--- src/rtl/uart_tx_monitor_pkg.sv ---
// Shared definitions for the UART transmit-line monitor.
// Contents: receiver state encoding, frame constants and the bit-period helper.
package uart_tx_monitor_pkg;

    // 8N1 framing: one start bit, eight data bits LSB first, one stop bit.
    localparam int DATA_BITS = 8;
    localparam int IDX_W     = $clog2(DATA_BITS);

    typedef enum logic [2:0] {
        WAIT_IDLE = 3'd0,
        IDLE      = 3'd1,
        START     = 3'd2,
        DATA      = 3'd3,
        STOP      = 3'd4
    } rx_state_e;

    // Clock cycles per bit period; integer division, remainder dropped.
    function automatic int clks_per_bit(input int clk_hz, input int baud);
        return clk_hz / baud;
    endfunction

endpackage

--- src/rtl/uart_mon_fifo.sv ---
// Synchronous FIFO holding received bytes until the consumer takes them.
// Ports:
//   clock, reset  posedge clock, asynchronous active-high reset
//   push_i/data_i write request and byte
//   pop_i         read request (ignored while empty)
//   data_o        head entry, forced to zero while empty
//   empty_o       no entries
//   full_o        DEPTH entries
//   accept_o      the push on this cycle is stored
// A push into a full FIFO is taken when a pop happens in the same cycle.
module uart_mon_fifo #(
    parameter int DEPTH = 16,
    parameter int WIDTH = 8
) (
    input  logic             clock,
    input  logic             reset,
    input  logic             push_i,
    input  logic [WIDTH-1:0] data_i,
    input  logic             pop_i,
    output logic [WIDTH-1:0] data_o,
    output logic             empty_o,
    output logic             full_o,
    output logic             accept_o
);

    localparam int AW = $clog2(DEPTH);
    localparam logic [AW:0] PTR_ONE = {{AW{1'b0}}, 1'b1};

    logic [WIDTH-1:0] mem_q [DEPTH];
    // Pointers carry one extra bit so that full and empty are distinguishable.
    logic [AW:0]      wr_ptr_q, wr_ptr_d;
    logic [AW:0]      rd_ptr_q, rd_ptr_d;
    logic             do_push;
    logic             do_pop;

    assign empty_o  = (wr_ptr_q == rd_ptr_q);
    assign full_o   = (wr_ptr_q[AW] != rd_ptr_q[AW]) &&
                      (wr_ptr_q[AW-1:0] == rd_ptr_q[AW-1:0]);
    assign do_pop   = pop_i && !empty_o;
    assign do_push  = push_i && (!full_o || do_pop);
    assign accept_o = do_push;
    assign data_o   = empty_o ? '0 : mem_q[rd_ptr_q[AW-1:0]];

    always_comb begin
        wr_ptr_d = wr_ptr_q;
        rd_ptr_d = rd_ptr_q;
        if (do_push) begin
            wr_ptr_d = wr_ptr_q + PTR_ONE;
        end
        if (do_pop) begin
            rd_ptr_d = rd_ptr_q + PTR_ONE;
        end
    end

    always_ff @(posedge clock or posedge reset) begin
        if (reset) begin
            wr_ptr_q <= '0;
            rd_ptr_q <= '0;
        end else begin
            wr_ptr_q <= wr_ptr_d;
            rd_ptr_q <= rd_ptr_d;
        end
    end

    // When full, the write slot equals the head slot; the head has already
    // been presented on data_o this cycle, so overwriting it on a pop is safe.
    always_ff @(posedge clock) begin
        if (do_push) begin
            mem_q[wr_ptr_q[AW-1:0]] <= data_i;
        end
    end

endmodule

--- src/rtl/uart_tx_monitor.sv ---
// UART transmit-line monitor: deserialises an 8N1 stream, flags framing
// errors and FIFO overflow, and queues received bytes for a valid/ready
// consumer.
// Ports:
//   clock          single clock, posedge
//   reset          asynchronous, active-high
//   in_uart_tx     serial line, idle high, asynchronous to clock
//   out_data       FIFO head byte (zero while empty)
//   out_valid      FIFO non-empty
//   in_ready       consumer pops head when out_valid && in_ready
//   out_frame_err  one-cycle pulse when the stop bit is sampled low
//   out_overflow   sticky, a byte was dropped on a full FIFO; reset clears it
//   out_busy       receiver not in IDLE
//   out_count      accepted-byte counter, wraps
// Build option: define UART_MON_PRINT_EN to echo accepted bytes and report
// framing errors / first overflow on the simulator console. Port behaviour
// is identical with or without it.
//
// state     | meaning
// WAIT_IDLE | after reset or framing error, wait for the line to go high
// IDLE      | line idle, waiting for a start edge
// START     | half a bit period to the start-bit centre, re-check low
// DATA      | sample eight data bits at their centres, LSB first
// STOP      | sample the stop bit; high pushes the byte, low is an error
module uart_tx_monitor
    import uart_tx_monitor_pkg::*;
#(
    parameter int CLK_HZ     = 100000000,
    parameter int BAUD       = 115200,
    parameter int FIFO_DEPTH = 16
) (
    input  logic        clock,
    input  logic        reset,
    input  logic        in_uart_tx,
    output logic [7:0]  out_data,
    output logic        out_valid,
    input  logic        in_ready,
    output logic        out_frame_err,
    output logic        out_overflow,
    output logic        out_busy,
    output logic [15:0] out_count
);

    localparam int CPB = clks_per_bit(CLK_HZ, BAUD);
    localparam int CW  = $clog2(CPB);
    localparam logic [CW-1:0]    CNT_HALF = CW'(CPB / 2 - 1);
    localparam logic [CW-1:0]    CNT_FULL = CW'(CPB - 1);
    localparam logic [CW-1:0]    CNT_ONE  = CW'(1);
    localparam logic [IDX_W-1:0] IDX_LAST = IDX_W'(DATA_BITS - 1);
    localparam logic [IDX_W-1:0] IDX_ONE  = IDX_W'(1);

    logic [1:0]           sync_q;
    logic                 rx_s;
    rx_state_e            state_q;
    logic [CW-1:0]        cnt_q;
    logic [IDX_W-1:0]     idx_q;
    logic [DATA_BITS-1:0] shift_q;
    logic                 frame_err_q;
    logic                 overflow_q, overflow_d;
    logic [15:0]          count_q, count_d;

    logic                 stop_sample;
    logic                 fifo_push;
    logic                 fifo_accept;
    logic                 fifo_empty;
    logic                 fifo_full;

    // Preset high so reset looks like an idle line rather than a start bit.
    always_ff @(posedge clock or posedge reset) begin
        if (reset) begin
            sync_q <= 2'b11;
        end else begin
            sync_q <= {sync_q[0], in_uart_tx};
        end
    end

    assign rx_s = sync_q[1];

    // The push must hit the FIFO on the same edge as the stop-bit sample so
    // the byte is visible on the following cycle; hence decoded, not registered.
    assign stop_sample = (state_q == STOP) && (cnt_q == '0);
    assign fifo_push   = stop_sample && rx_s;

    always_ff @(posedge clock or posedge reset) begin
        if (reset) begin
            state_q     <= WAIT_IDLE;
            cnt_q       <= '0;
            idx_q       <= '0;
            shift_q     <= '0;
            frame_err_q <= 1'b0;
        end else begin
            frame_err_q <= 1'b0;
            case (state_q)
                WAIT_IDLE: begin
                    if (rx_s) begin
                        state_q <= IDLE;
                    end
                end
                IDLE: begin
                    if (!rx_s) begin
                        state_q <= START;
                        cnt_q   <= CNT_HALF;
                    end
                end
                START: begin
                    if (cnt_q != '0) begin
                        cnt_q <= cnt_q - CNT_ONE;
                    end else if (!rx_s) begin
                        state_q <= DATA;
                        cnt_q   <= CNT_FULL;
                        idx_q   <= '0;
                    end else begin
                        // Line went back high before mid start bit: a glitch.
                        state_q <= IDLE;
                    end
                end
                DATA: begin
                    if (cnt_q != '0) begin
                        cnt_q <= cnt_q - CNT_ONE;
                    end else begin
                        shift_q <= {rx_s, shift_q[DATA_BITS-1:1]};
                        cnt_q   <= CNT_FULL;
                        if (idx_q == IDX_LAST) begin
                            state_q <= STOP;
                        end else begin
                            idx_q <= idx_q + IDX_ONE;
                        end
                    end
                end
                STOP: begin
                    if (cnt_q != '0) begin
                        cnt_q <= cnt_q - CNT_ONE;
                    end else if (rx_s) begin
                        // Leaving at mid stop bit allows back-to-back frames.
                        state_q <= IDLE;
                    end else begin
                        frame_err_q <= 1'b1;
                        state_q     <= WAIT_IDLE;
                    end
                end
                default: begin
                    state_q <= WAIT_IDLE;
                end
            endcase
        end
    end

    always_comb begin
        overflow_d = overflow_q;
        count_d    = count_q;
        if (fifo_push && !fifo_accept) begin
            overflow_d = 1'b1;
        end
        if (fifo_accept) begin
            count_d = count_q + 16'd1;
        end
    end

    always_ff @(posedge clock or posedge reset) begin
        if (reset) begin
            overflow_q <= 1'b0;
            count_q    <= '0;
        end else begin
            overflow_q <= overflow_d;
            count_q    <= count_d;
        end
    end

    uart_mon_fifo #(
        .DEPTH (FIFO_DEPTH),
        .WIDTH (DATA_BITS)
    ) u_fifo (
        .clock    (clock),
        .reset    (reset),
        .push_i   (fifo_push),
        .data_i   (shift_q),
        .pop_i    (in_ready),
        .data_o   (out_data),
        .empty_o  (fifo_empty),
        .full_o   (fifo_full),
        .accept_o (fifo_accept)
    );

    assign out_valid     = !fifo_empty;
    assign out_frame_err = frame_err_q;
    assign out_overflow  = overflow_q;
    assign out_busy      = (state_q != IDLE);
    assign out_count     = count_q;

`ifdef UART_MON_PRINT_EN
    always @(posedge clock) begin
        if (!reset) begin
            if (fifo_accept) begin
                $write("%c", shift_q);
            end
            if (stop_sample && !rx_s) begin
                $display("uart_tx_monitor: framing error at %t", $time);
            end
            if (fifo_push && !fifo_accept && !overflow_q) begin
                $display("uart_tx_monitor: warning, FIFO full, byte 0x%02h dropped at %t (full=%0b)",
                         shift_q, $time, fifo_full);
            end
        end
    end
`else
    // Full flag only matters to the console reporting above.
    logic unused_full;
    assign unused_full = fifo_full;
`endif

endmodule

--- config.mk ---
export PLATFORM = sky130hd
export DESIGN_NAME = uart_tx_monitor
export DESIGN_NICKNAME = d
export VERILOG_FILES = /design/src/rtl/uart_tx_monitor_pkg.sv /design/src/rtl/uart_mon_fifo.sv /design/src/rtl/uart_tx_monitor.sv
export SDC_FILE = /design/constraint.sdc
export NUM_CORES = 1
export LEC_CHECK = 0
export ABC_AREA = 1
export CAP_MARGIN = 10
export CORE_MARGIN = 2
export CORE_UTILIZATION = 55
export DETAILED_ROUTE_END_ITERATION = 8
export PLACE_DENSITY = 0.69
export SYNTH_ARGS = -nofsm -noshare
export SYNTH_HDL_FRONTEND = slang
export SYNTH_SLANG_ARGS = --single-unit
--- constraint.sdc ---
create_clock -name clock -period 5.3 [get_ports clock]
set_input_delay 1.59 -clock clock [delete_from_list [all_inputs] [get_ports clock]]
set_output_delay 1.59 -clock clock [all_outputs]
set_load 0.02 [all_outputs]
# == Word level (Yosys, flattened, before mapping) ==
# Memory sizes are Yosys's and may differ from the RTL's.
# Index checks and enable logic that the tools add are counted.
# totals
register_bits,54
latch_bits,0
mem_bits_rw,128
romBits,0
wordCells,81
memories,1
# memory_table
name,depth,width,read_ports,rd_ports_with_merged_regs,write_ports,line_no,text
u_fifo.mem_q,16,8,1,0,1,uart_mon_fifo.sv:29,logic [WIDTH-1:0] mem_q [DEPTH];
# op_classes
add_sub_neg,5
n_mul,0
div_mod_pow,0
magnitude_cmp,0
eq_ne,19
n_shift,0
mux,26
n_bitwise,1
reduce_logical,19
# ops
cell,n
10-bit two-way mux,5
10-bit one-hot mux with 4 select lines,1
3-bit two-way mux,10
16-bit by 1-bit adder with 16-bit output (second input constant),1
2-bit inequality test (second input constant),8
3-bit one-hot mux with 5 select lines,1
5-bit by 1-bit adder with 5-bit output (second input constant),2
10-bit zero test,1
10-bit nonzero test,1
10-bit by 1-bit subtractor with 10-bit output (second input constant),1
8-bit two-way mux,1
3-bit by 2-bit == test with 1-bit output (second input constant),2
3-bit == test (second input constant),2
1-bit logical AND,6
1-bit two-way mux,6
3-bit one-hot mux with 2 select lines,1
6-bit AND reduction,1
5-bit == test,1
5-bit AND reduction,1
4-bit == test,1
4-bit AND reduction,1
4-bit nonzero test,1
3-bit by 1-bit adder with 3-bit output (second input constant),1
3-bit by 1-bit == test with 1-bit output (second input constant),1
other kinds (11),13

# == Logic depth before layout (Yosys ltp) ==
# Gate-level depths: netlist of run 1.
# logic_depth
depth_word,7
depth_mapped,12

# == Hierarchy ==
# A second synthesis of run 1 with hierarchy kept.
# unflattened
cells_unflattened,951
hier_area_um2,8618.3
# modules_own_cells
mod,instances,cells_per_inst,area_each_um2
uart_mon_fifo,1,658,6299.8
uart_tx_monitor,1,293,2318.5

# == Least setup slack after synthesis of run 1 ==
# OpenSTA, ideal clock, no wires.
# synth_path
path_type,register to output
from,register u_fifo.rd_ptr_q[1]
to,output port out_data[0]
arrival_time_ps,1564
required_ps,3710
path_slack_ps,2146
stages_incl_launch_ff,9
path_cell_list,dfrtp_1 > buf_2 > inv_2 > nand2_1 > nand2_1 > nor2_1 > nand3_1 > inv_1 > a21oi_1
# synth_between
elab_chain_cells,2
word_cells_on_any_way,3
classes_between,1 x eq/ne; 1 x mux; 1 x memory
# synth_lines
item,line_no,text
from (decl),uart_mon_fifo.sv:32,"logic [AW:0] rd_ptr_q, rd_ptr_d;"
from (signal assigned),uart_mon_fifo.sv:61,rd_ptr_q <= rd_ptr_d;
memory 16 x 8 bit / 5-bit == test (equally long branches),-,
8-bit two-way mux *,uart_mon_fifo.sv:42,assign data_o = empty_o ? '0 : mem_q[rd_ptr_q[AW-1:0]];
to (decl),uart_tx_monitor.sv:35,"output logic [7:0] out_data,"
# Every way passes the cells marked *; elsewhere a longest branch is shown, timed or not.

# == Worst setup path after layout of run 1 ==
# layout_path
from,register u_fifo.rd_ptr_q[0]
to,output port out_data[6]
# The elaborated chain is that of the path after synthesis.

==> flow_summary_export.csv, run 1 <==
group,metric,value,unit
timing,setup_viol,0,
finish,fillers,1204,
finish,finalCoreUtilization,0.625,
worst_hold_path,min_from,"sync_q[0]$_DFF_PP1_",
power_and_ir_drop,vdd_drop_max,0.284,mV
worst_hold_path,holdPathEnd,"sync_q[1]$_DFF_PP1_",
global_route,met1_usage,0.325,
timing,finalClockSkew,12.3,ps
synthesis,synth.most_common_cell,"nand2_1",
outcome,status,"complete, no violations",
floorplan,core_area,0.0150,mm²
finish,regArea,0.00520,mm²
clocking,post-cts-setup-buffer-count,0,
synthesis,syn-num-nets,895,
worst_setup_path,critical_path_class,"flop to primary output",
finish,multi_input_area,0.00282,mm²
clocking,hold_buffers,0,
synthesis,synthArstFlopShare,0.297,
worst_hold_path,holdPathStages,0,
global_route,grt_pass1_vias,5984,
finish,num-nets-final,920,
floorplan,die-width,127,µm
drt,drt_first_pass_iters,4,
synthesis,synth_common_cells,"nand2_1, nor2_1, edfxtp_1",
clocking,clk_pin_slew,60,ps
global_route,grt_start_max_net_pins,58,
timing,post-route-period-util,0.863,
synthesis,synth_cells,881,
clocking,cts_buffer_depth,2,
clocking,tritoncts,"built",
clocking,h-tree-depth,4,
floorplan,initial_core_util,0.556,
placement,dp_hpwl,12000,µm
synthesis,ys_warn_count,0,
synthesis,yosysTopAreaCell,"edfxtp_1",
drt,drt-total-wl,18800,µm
global_route,grt_use_total,0.243,
synthesis,synthDistinctLibCells,33,
global_route,use_met3,0.0456,
placement,finalWeightedCongestion,0.917,
drt,post_drt_via_cell_ratio,5.56,
finish,drive_above_1_share,0.0675,
global_route,antenna_found_initial,0,
clocking,postCtsResizedCells,0,
drt,drc,0,
synthesis,yosysSeqAreaShare,0.622,
placement,dp_cells,1075,
floorplan,io_pins,32,
drt,wl_per_cell,16.9,µm
worst_setup_path,reg2reg_depth,9,
worst_setup_path,critPathRequiredTime,3710,ps
worst_setup_path,start_kind,"flop",
timing,setup_tns,0,ps
timing,tightest_slew,1000,ps
timing,fin_crit,4570,ps
placement,io_buffers,31,
finish,num_antenna_cells,0,
timing,fmax,0.219,GHz
global_route,grt_pass1_wl,30100,µm
worst_hold_path,hp-class,"flop to flop",
synthesis,synth_top_area_share,0.460,
synthesis,syn_area_per_cell,9.48,µm²
worst_setup_path,end_kind,"primary output",
worst_setup_path,timing.rr.end,"u_fifo.mem_q[1][2]$_DFFE_PP_",
floorplan,die_h,127,µm
global_route,grt_overflow_total,0,
floorplan,die_area,0.0162,mm²
timing,grt_setup_unrepaired,"no",
timing,fin_hold_ws,356,ps
drt,drtAntennaViolNets,0,
synthesis,synth_ff_type,"edfxtp_1",
timing,hold_viol_final,0,
timing,slew_headroom,0.329,
synthesis,synthTopCellsByArea,"edfxtp_1, dfrtp_1, nand2_1",
floorplan,rows,45,
worst_setup_path,arrival,2980,ps
finish,syn2layout_area_growth,12.5,%
global_route,grt.busiest_layer,"met2",
clocking,cts_root_buf,"clkbuf_16",
finish,final_cells,1107,
power_and_ir_drop,p_per_area,437,mW/mm²
timing,final-max-slew-violation-count,0,
power_and_ir_drop,p_leak,4.07,nW
worst_setup_path,worstPathMaxFanout,57,
global_route,use_met2,0.394,
clocking,cts_inserted_buffers,17,
drt,vias,6152,
job,max_cap_violations,0,
synthesis,synth-edff-count,128,
clocking,insertion_delay,440,ps
synthesis,synthesis.area,0.00835,mm²
drt,drt_iter0_markers,585,
synthesis,ys_ff_latch,182,
worst_setup_path,timing.rr.start,"u_fifo.rd_ptr_q[1]$_DFFE_PP0P_",
clocking,clock-sinks,182,
worst_setup_path,r2r_slack,2390,ps
==> per-stage QoR <==
step                      instance area (µm²)  power, mW  setup WS [ps]
final                                    9400       4.11            727
after global routing                     9400       4.32            558
after CTS                                9400       4.12            735
after detailed placement                 8790       2.83           1210
after global placement                   8790       2.81           1250
after floorplan                          8350       2.48           2150
==> per-layer routing <==
metal	vias to the layer above	wire, µm
li1	2958	-
met1	2920	8140
met2	235	9040
met3	39	1160
met4	0	421
met5	-	0
==> where the power goes <==
part	switching (mW)	internal (mW)
Sequential	0.0764	1.55
Combinational	0.790	0.395
Clock	0.532	0.767
Total	1.40	2.71
==> placed cells by master, fill, tap and decap left out, drive strengths merged <==
cell and count:
o21bai 1, dfstp 2, nand2 291, bufinv 3, nand3b 1, nand4 9
edfxtp 128, o22ai 1, nor3 2, xnor2 7, ha 10, nor2 137
clkbuf 21, o21ai 74, clkinvlp 5, dfrtp 52, xor2 15, clkdlybuf4s50 31
inv 51, a21oi 9, clkinv 3, buf 5, nand3 61
==> critical path: stages (launching register included) <==
cell             delay, ps
dfrtp_2                490
inv_2                  160
buf_4                  490
o21ai_0                220
nand3_1                130
nand3_1                150
a21oi_1                250
clkdlybuf4s50_1        650
==> logic make-up after synthesis <==
family	Yosys count	synth area share
adder cells (fa/ha/maj)	10	0.0150
AO/OA/AOI/OAI	85	0.0523
flip-flops	182	0.622
AND/OR/NAND/NOR	501	0.247
XOR/XNOR	22	0.0231
buffers and inverters	81	0.0404
==> flip-flops by register name (all words and copies together), names as in the netlist <==
signal and count:
u_fifo.rd_ptr_q 5, out_frame_err 1, shift_q 8, out_count 16
idx_q 3, u_fifo.wr_ptr_q 5, sync_q 2, out_overflow 1
state_q 3, u_fifo.mem_q 128, cnt_q 10
==> area by class of cell <==
| type | instances | share of cell area |
|---|---|---|
| sequential | 182 | 0.553 |
| tap | 188 | 0.0250 |
| clock inverter | 11 | 0.0158 |
| multi-input combinational | 618 | 0.300 |
| timing repair buffer | 36 | 0.0370 |
| inverter | 51 | 0.0204 |
| clock buffer | 21 | 0.0490 |
==> worst max-delay path by stage <==
stage | start | end | slack (ps)
2_1_floorplan | u_fifo.rd_ptr_q[1]$_DFFE_PP0P_ | out_data[0] | 2150
3_3_place_gp | in_ready | u_fifo.mem_q[1][5]$_DFFE_PP_ | 1250
3_5_place_dp | u_fifo.rd_ptr_q[0]$_DFFE_PP0P_ | out_data[6] | 1210
4_1_cts | u_fifo.rd_ptr_q[0]$_DFFE_PP0P_ | out_data[6] | 730
5_1_grt | u_fifo.rd_ptr_q[0]$_DFFE_PP0P_ | out_data[6] | 560
6_report | u_fifo.rd_ptr_q[0]$_DFFE_PP0P_ | out_data[6] | 730
Note: power is estimated with default switching activity, not from simulation.
==> run 2, diff against run 1 <==
Settings changed: CELL_PAD_IN_SITES_DETAIL_PLACEMENT set to 0, CELL_PAD_IN_SITES_GLOBAL_PLACEMENT set to 1, CORE_UTILIZATION 55 to 51, PLACE_DENSITY 0.69 to 0.8.
==> run 2 against run 1 <==
Combinational power increased by 3%. Largest power group unchanged. Sequential cell count unchanged. Die area increased by 7.6%. Critical path depth increased by 1. Largest cell class unchanged. Via count decreased by 2.2%.
==> flow_summary_export.csv, run 2 (synthesis results as in run 1) <==
group,metric,value,unit
clocking,insertion_delay,430,ps
power_and_ir_drop,comb_power_share,0.293,
drt,wl_per_cell,16.6,µm
timing,final-max-slew-violation-count,0,
worst_setup_path,end_kind,"primary output",
worst_hold_path,holdPathEnd,"sync_q[1]$_DFF_PP1_",
floorplan,die_area,0.0174,mm²
placement,finalWeightedCongestion,0.899,
outcome,status,"complete, no violations",
finish,layout_common_cells,"nand2_1, nor2_1, edfxtp_1",
clocking,h-tree-depth,4,
worst_setup_path,critPathRequiredTime,3710,ps
drt,drt_iter0_markers,541,
finish,syn2layout_area_growth,13.1,%
finish,final_common_cell,"nand2_1",
global_route,grt_pass1_vias,5923,
drt,post_drt_via_cell_ratio,5.30,
floorplan,die_h,132,µm
worst_setup_path,start_kind,"flop",
power_and_ir_drop,sw_frac_of_total,0.342,
placement,dp_hpwl,12100,µm
clocking,clk_pin_slew,60,ps
clocking,postCtsResizedCells,0,
timing,fin_hold_ws,356,ps
power_and_ir_drop,p_switching,1.42,mW
worst_setup_path,timing.rr.end,"u_fifo.mem_q[5][2]$_DFFE_PP_",
finish,finalInstanceArea,0.00944,mm²
finish,final_cells,1136,
timing,slew_headroom,0.356,
finish,finalCoreUtilization,0.592,
timing,fin_crit,4590,ps
floorplan,io_pins,32,
clocking,cts_root_buf,"clkbuf_16",
drt,drc,0,
job,max_cap_violations,0,
drt,vias,6017,
power_and_ir_drop,vdd_drop_max,0.311,mV
timing,grt_setup_unrepaired,"no",
placement,io_buffers,31,
finish,num-nets-final,921,
worst_hold_path,hp-class,"flop to flop",
timing,post-route-period-util,0.865,
floorplan,die-width,132,µm
global_route,grt_use_total,0.229,
global_route,grt_pass1_wl,31000,µm
drt,drt-total-wl,18900,µm
worst_setup_path,timing.rr.start,"u_fifo.rd_ptr_q[0]$_DFFE_PP0P_",
power_and_ir_drop,p_per_area,440,mW/mm²
clocking,cts_buffer_depth,2,
power_and_ir_drop,internal-power,2.74,mW
clocking,clock-sinks,182,
placement,dp_cells,1104,
global_route,grt_overflow_total,0,
global_route,antenna_found_initial,0,
timing,setup_viol,0,
power_and_ir_drop,seqPwrFrac,0.389,
clocking,cts_inserted_buffers,17,
finish,largest_reg_flops,128,
worst_setup_path,critPathLaunch,"u_fifo.rd_ptr_q[0]$_DFFE_PP0P_",
clocking,hold_buffers,0,
timing,setup_tns,0,ps
clocking,post-cts-setup-buffer-count,0,
worst_setup_path,reg2reg_depth,9,
drt,drt_first_pass_iters,7,
finish,drive_above_1_share,0.0663,
global_route,grt_start_max_net_pins,68,
drt,drtAntennaViolNets,0,
power_and_ir_drop,p_leak,4.08,nW
worst_hold_path,min_from,"sync_q[0]$_DFF_PP1_",
timing,hold_viol_final,0,
floorplan,rows,46,
worst_setup_path,critical_path_class,"flop to primary output",
floorplan,initial_core_util,0.524,
placement,dpl_cell_area,0.00883,mm²
finish,num_antenna_cells,0,
finish,fillers,1416,
clocking,tritoncts,"built",
worst_hold_path,holdPathStages,0,
worst_setup_path,r2r_slack,2380,ps
timing,finalClockSkew,11.0,ps
floorplan,core_area,0.0159,mm²
worst_setup_path,worstPathMaxFanout,67,
timing,fmax,0.218,GHz
worst_setup_path,arrival,3000,ps
power_and_ir_drop,clkPwrFrac,0.318,
timing,tightest_slew,965,ps
## run 2: worst max path at each step
stage	to	cells past startpoint
floorplan	out_data[0]	8
global placement	out_data[2]	8
detailed placement	out_data[6]	8
CTS	out_data[6]	8
global route	out_data[4]	8
finish	out_data[6]	8
## run 2: metal layers
layer / GRT usage / up-vias / share of wire
met5: 0 / - / 0
met1: 0.313 / 2883 / 0.45
met3: 0.0454 / 23 / 0.051
met2: 0.369 / 158 / 0.48
li1: - / 2953 / -
met4: 0.0755 / 0 / 0.013
## run 2: layout make-up
cell class	instances	area, µm²	area share
clock inverter	13	178	0.0188
sequential	182	5200	0.551
tap	216	270	0.0286
inverter	51	191	0.0203
timing repair buffer	37	355	0.0376
multi-input combinational	618	2820	0.298
clock buffer	19	433	0.0458
## run 2: per-stage QoR
stage	total power [mW]	worst slack, ps
3_5_place_dp	2.86	1220
6_report	4.16	715
4_1_cts	4.18	748
5_1_grt	4.39	568
2_1_floorplan	2.48	2150
3_3_place_gp	2.84	1320
## run 2: power groups by stage
stage                     Combinational, mW  Sequential, mW  Clock (mW)
final                                  1.22            1.62        1.32
after CTS                              1.22            1.62        1.34
after global routing                   1.36            1.62        1.40
after detailed placement               1.21            1.65           0
after floorplan                       0.866            1.61           0
after global placement                 1.19            1.64           0
## run 2: worst max-delay path, cell delays in order (launching register included)
cell and delay [ps]:
dfrtp_2 360, buf_4 550, nand2_1 140, nand2_1 100, nor2_1 50, nand3_1 250, inv_1 200, a21oi_1 220
clkdlybuf4s50_1 640
==> run 3, diff against run 2 <==
Settings changed: CORE_UTILIZATION 51 to 48, CTS_CLUSTER_DIAMETER set to 50, PLACE_DENSITY 0.8 to 0.76.
Clock period 5.3 ns to 5 ns, I/O delays scaled along.
==> run 3 against run 2 <==
Wire length up 0.86%. Utilization is 4.0 points lower. Global-route usage decreased by 0.72 points. Critical path depth did not move. Largest power group unchanged. Sequential cell count stayed put. Critical endpoint is now out_data[3]. Cell count is 0.79% higher. Power rose by 6.6%. Sequential power up 6%. Sequential share of layout area fell by 0.25 points. Clock skew fell by 1.1 ps.
==> flow_summary_export.csv, run 3 (synthesis results as in run 1) <==
group,metric,value,unit
worst_hold_path,holdPathStages,0,
clocking,post-cts-setup-buffer-count,0,
worst_setup_path,crit_path_top_delay_cell,"clkdlybuf4s50_1",
timing,final-max-slew-violation-count,0,
power_and_ir_drop,vdd_drop_max,0.414,mV
drt,drt_iter0_markers,465,
finish,layout_common_cells,"nand2_1, nor2_1, edfxtp_1",
outcome,status,"complete, no violations",
global_route,grt_pass1_wl,31000,µm
placement,dp_cells,1113,
placement,io_buffers,31,
placement,pre_cts_ws,1040,ps
worst_hold_path,holdPathEnd,"sync_q[1]$_DFF_PP1_",
timing,slew_headroom,0.333,
finish,finalCoreUtilization,0.552,
finish,regArea,0.00520,mm²
floorplan,die_h,136,µm
worst_setup_path,end_kind,"primary output",
timing,grt_setup_unrepaired,"no",
timing,fmax,0.225,GHz
floorplan,io_pins,32,
timing,finalClockSkew,9.95,ps
job,max_cap_violations,0,
drt,vias,6002,
worst_setup_path,critPathRequiredTime,3500,ps
timing,setup_viol,0,
worst_setup_path,critPathTopFamily,"buffers and inverters",
finish,largest_reg_flops,128,
finish,final_cells,1145,
global_route,grt_pass1_vias,5761,
worst_setup_path,r2r_slack,1990,ps
worst_setup_path,start_kind,"flop",
global_route,grt_start_max_net_pins,68,
finish,multi_input_area,0.00282,mm²
finish,fillers,1554,
floorplan,initial_core_util,0.486,
worst_setup_path,worst-path-stages,8,
drt,drc,0,
finish,final_common_cell,"nand2_1",
timing,setup_tns,0,ps
clocking,cts_root_buf,"clkbuf_16",
power_and_ir_drop,p_leak,4.10,nW
finish,num_antenna_cells,0,
worst_setup_path,worstPathMaxFanout,67,
drt,drtAntennaViolNets,0,
worst_hold_path,min_from,"sync_q[0]$_DFF_PP1_",
clocking,insertion_delay,420,ps
timing,hold_viol_final,0,
drt,drt-total-wl,19000,µm
clocking,clk_pin_slew,70,ps
drt,post_drt_via_cell_ratio,5.24,
finish,num-nets-final,921,
global_route,antenna_found_initial,0,
floorplan,rows,48,
timing,post-route-period-util,0.889,
finish,syn2layout_area_growth,13.6,%
worst_setup_path,critical_path_class,"flop to primary output",
worst_setup_path,timing.rr.start,"u_fifo.rd_ptr_q[0]$_DFFE_PP0P_",
power_and_ir_drop,total_power,4.43,mW
clocking,tritoncts,"built",
clocking,clock-sinks,182,
clocking,hold_buffers,0,
worst_setup_path,cp_num_buf_inv,3,
global_route,grt_use_total,0.221,
power_and_ir_drop,p_per_area,467,mW/mm²
timing,fin_crit,4450,ps
floorplan,die-width,136,µm
worst_setup_path,timing.rr.end,"u_fifo.mem_q[7][2]$_DFFE_PP_",
timing,setup_ws,555,ps
timing,tightest_slew,997,ps
worst_setup_path,arrival,2950,ps
clocking,cts_inserted_buffers,17,
worst_setup_path,reg2reg_depth,9,
clocking,h-tree-depth,4,
global_route,grt_overflow_total,0,
placement,dp_hpwl,12400,µm
clocking,postCtsResizedCells,0,
finish,drive_above_1_share,0.0696,
clocking,cts_buffer_depth,2,
drt,drt_first_pass_iters,5,
drt,wl_per_cell,16.6,µm
placement,finalWeightedCongestion,0.870,
floorplan,core_area,0.0172,mm²
worst_setup_path,cpPeakStageDelay,680,ps
worst_setup_path,crit_chain,"buf_4 -> o21ai_0 -> o21ai_0 -> nand2_1 -> nand2_1 -> inv_1 -> a21oi_1 -> clkdlybuf4s50_1",
worst_hold_path,hp-class,"flop to flop",
floorplan,die_area,0.0185,mm²
==> run 3: changes by cell type in the layout (fill, tap and decap cells not counted) <==
cell / before / now
clkinv_2: 1 / 0
clkinvlp_4: 2 / 1
buf_4: 6 / 5
clkinv_4: 1 / 6
clkinv_1: 4 / 1
buf_12: 0 / 1
==> run 3: final cells by class <==
cell class / count / share of cell area
Sequential cell: 182 / 0.548
Multi-Input combinational cell: 618 / 0.297
Clock buffer: 19 / 0.0456
Timing Repair Buffer: 37 / 0.0388
Tap cell: 225 / 0.0297
Clock inverter: 13 / 0.0208
Inverter: 51 / 0.0202
==> run 3: through the flow <==
stage	area, µm²	hold WS [ps]
4_1_cts	9490	361
5_1_grt	9490	365
3_5_place_dp	8860	351
6_report	9490	360
2_1_floorplan	8350	345
3_3_place_gp	8860	348
==> run 3: how the worst max path moves through the flow <==
stage	start	endpoint	slack (ps)
global placement	u_fifo.rd_ptr_q[0]$_DFFE_PP0P_	out_data[3]	1040
finish	u_fifo.rd_ptr_q[0]$_DFFE_PP0P_	out_data[3]	550
global route	u_fifo.rd_ptr_q[0]$_DFFE_PP0P_	out_data[3]	380
CTS	u_fifo.rd_ptr_q[0]$_DFFE_PP0P_	out_data[3]	590
floorplan	u_fifo.rd_ptr_q[1]$_DFFE_PP0P_	out_data[0]	1940
detailed placement	u_fifo.rd_ptr_q[0]$_DFFE_PP0P_	out_data[3]	1040
==> run 3: where the power goes <==
part	internal, mW	leakage (nW)	switching [mW]	total, mW
clock network	0.845	0.302	0.566	1.41
logic	0.432	1.65	0.875	1.31
registers	1.64	2.15	0.0729	1.72
==> run 3: metal layers <==
metal / track usage / share of wire / vias up
met5: 0 / 0 / -
met1: 0.306 / 0.45 / 2875
met4: 0.0833 / 0.022 / 0
met3: 0.0410 / 0.052 / 26
li1: - / - / 2950
met2: 0.350 / 0.47 / 151
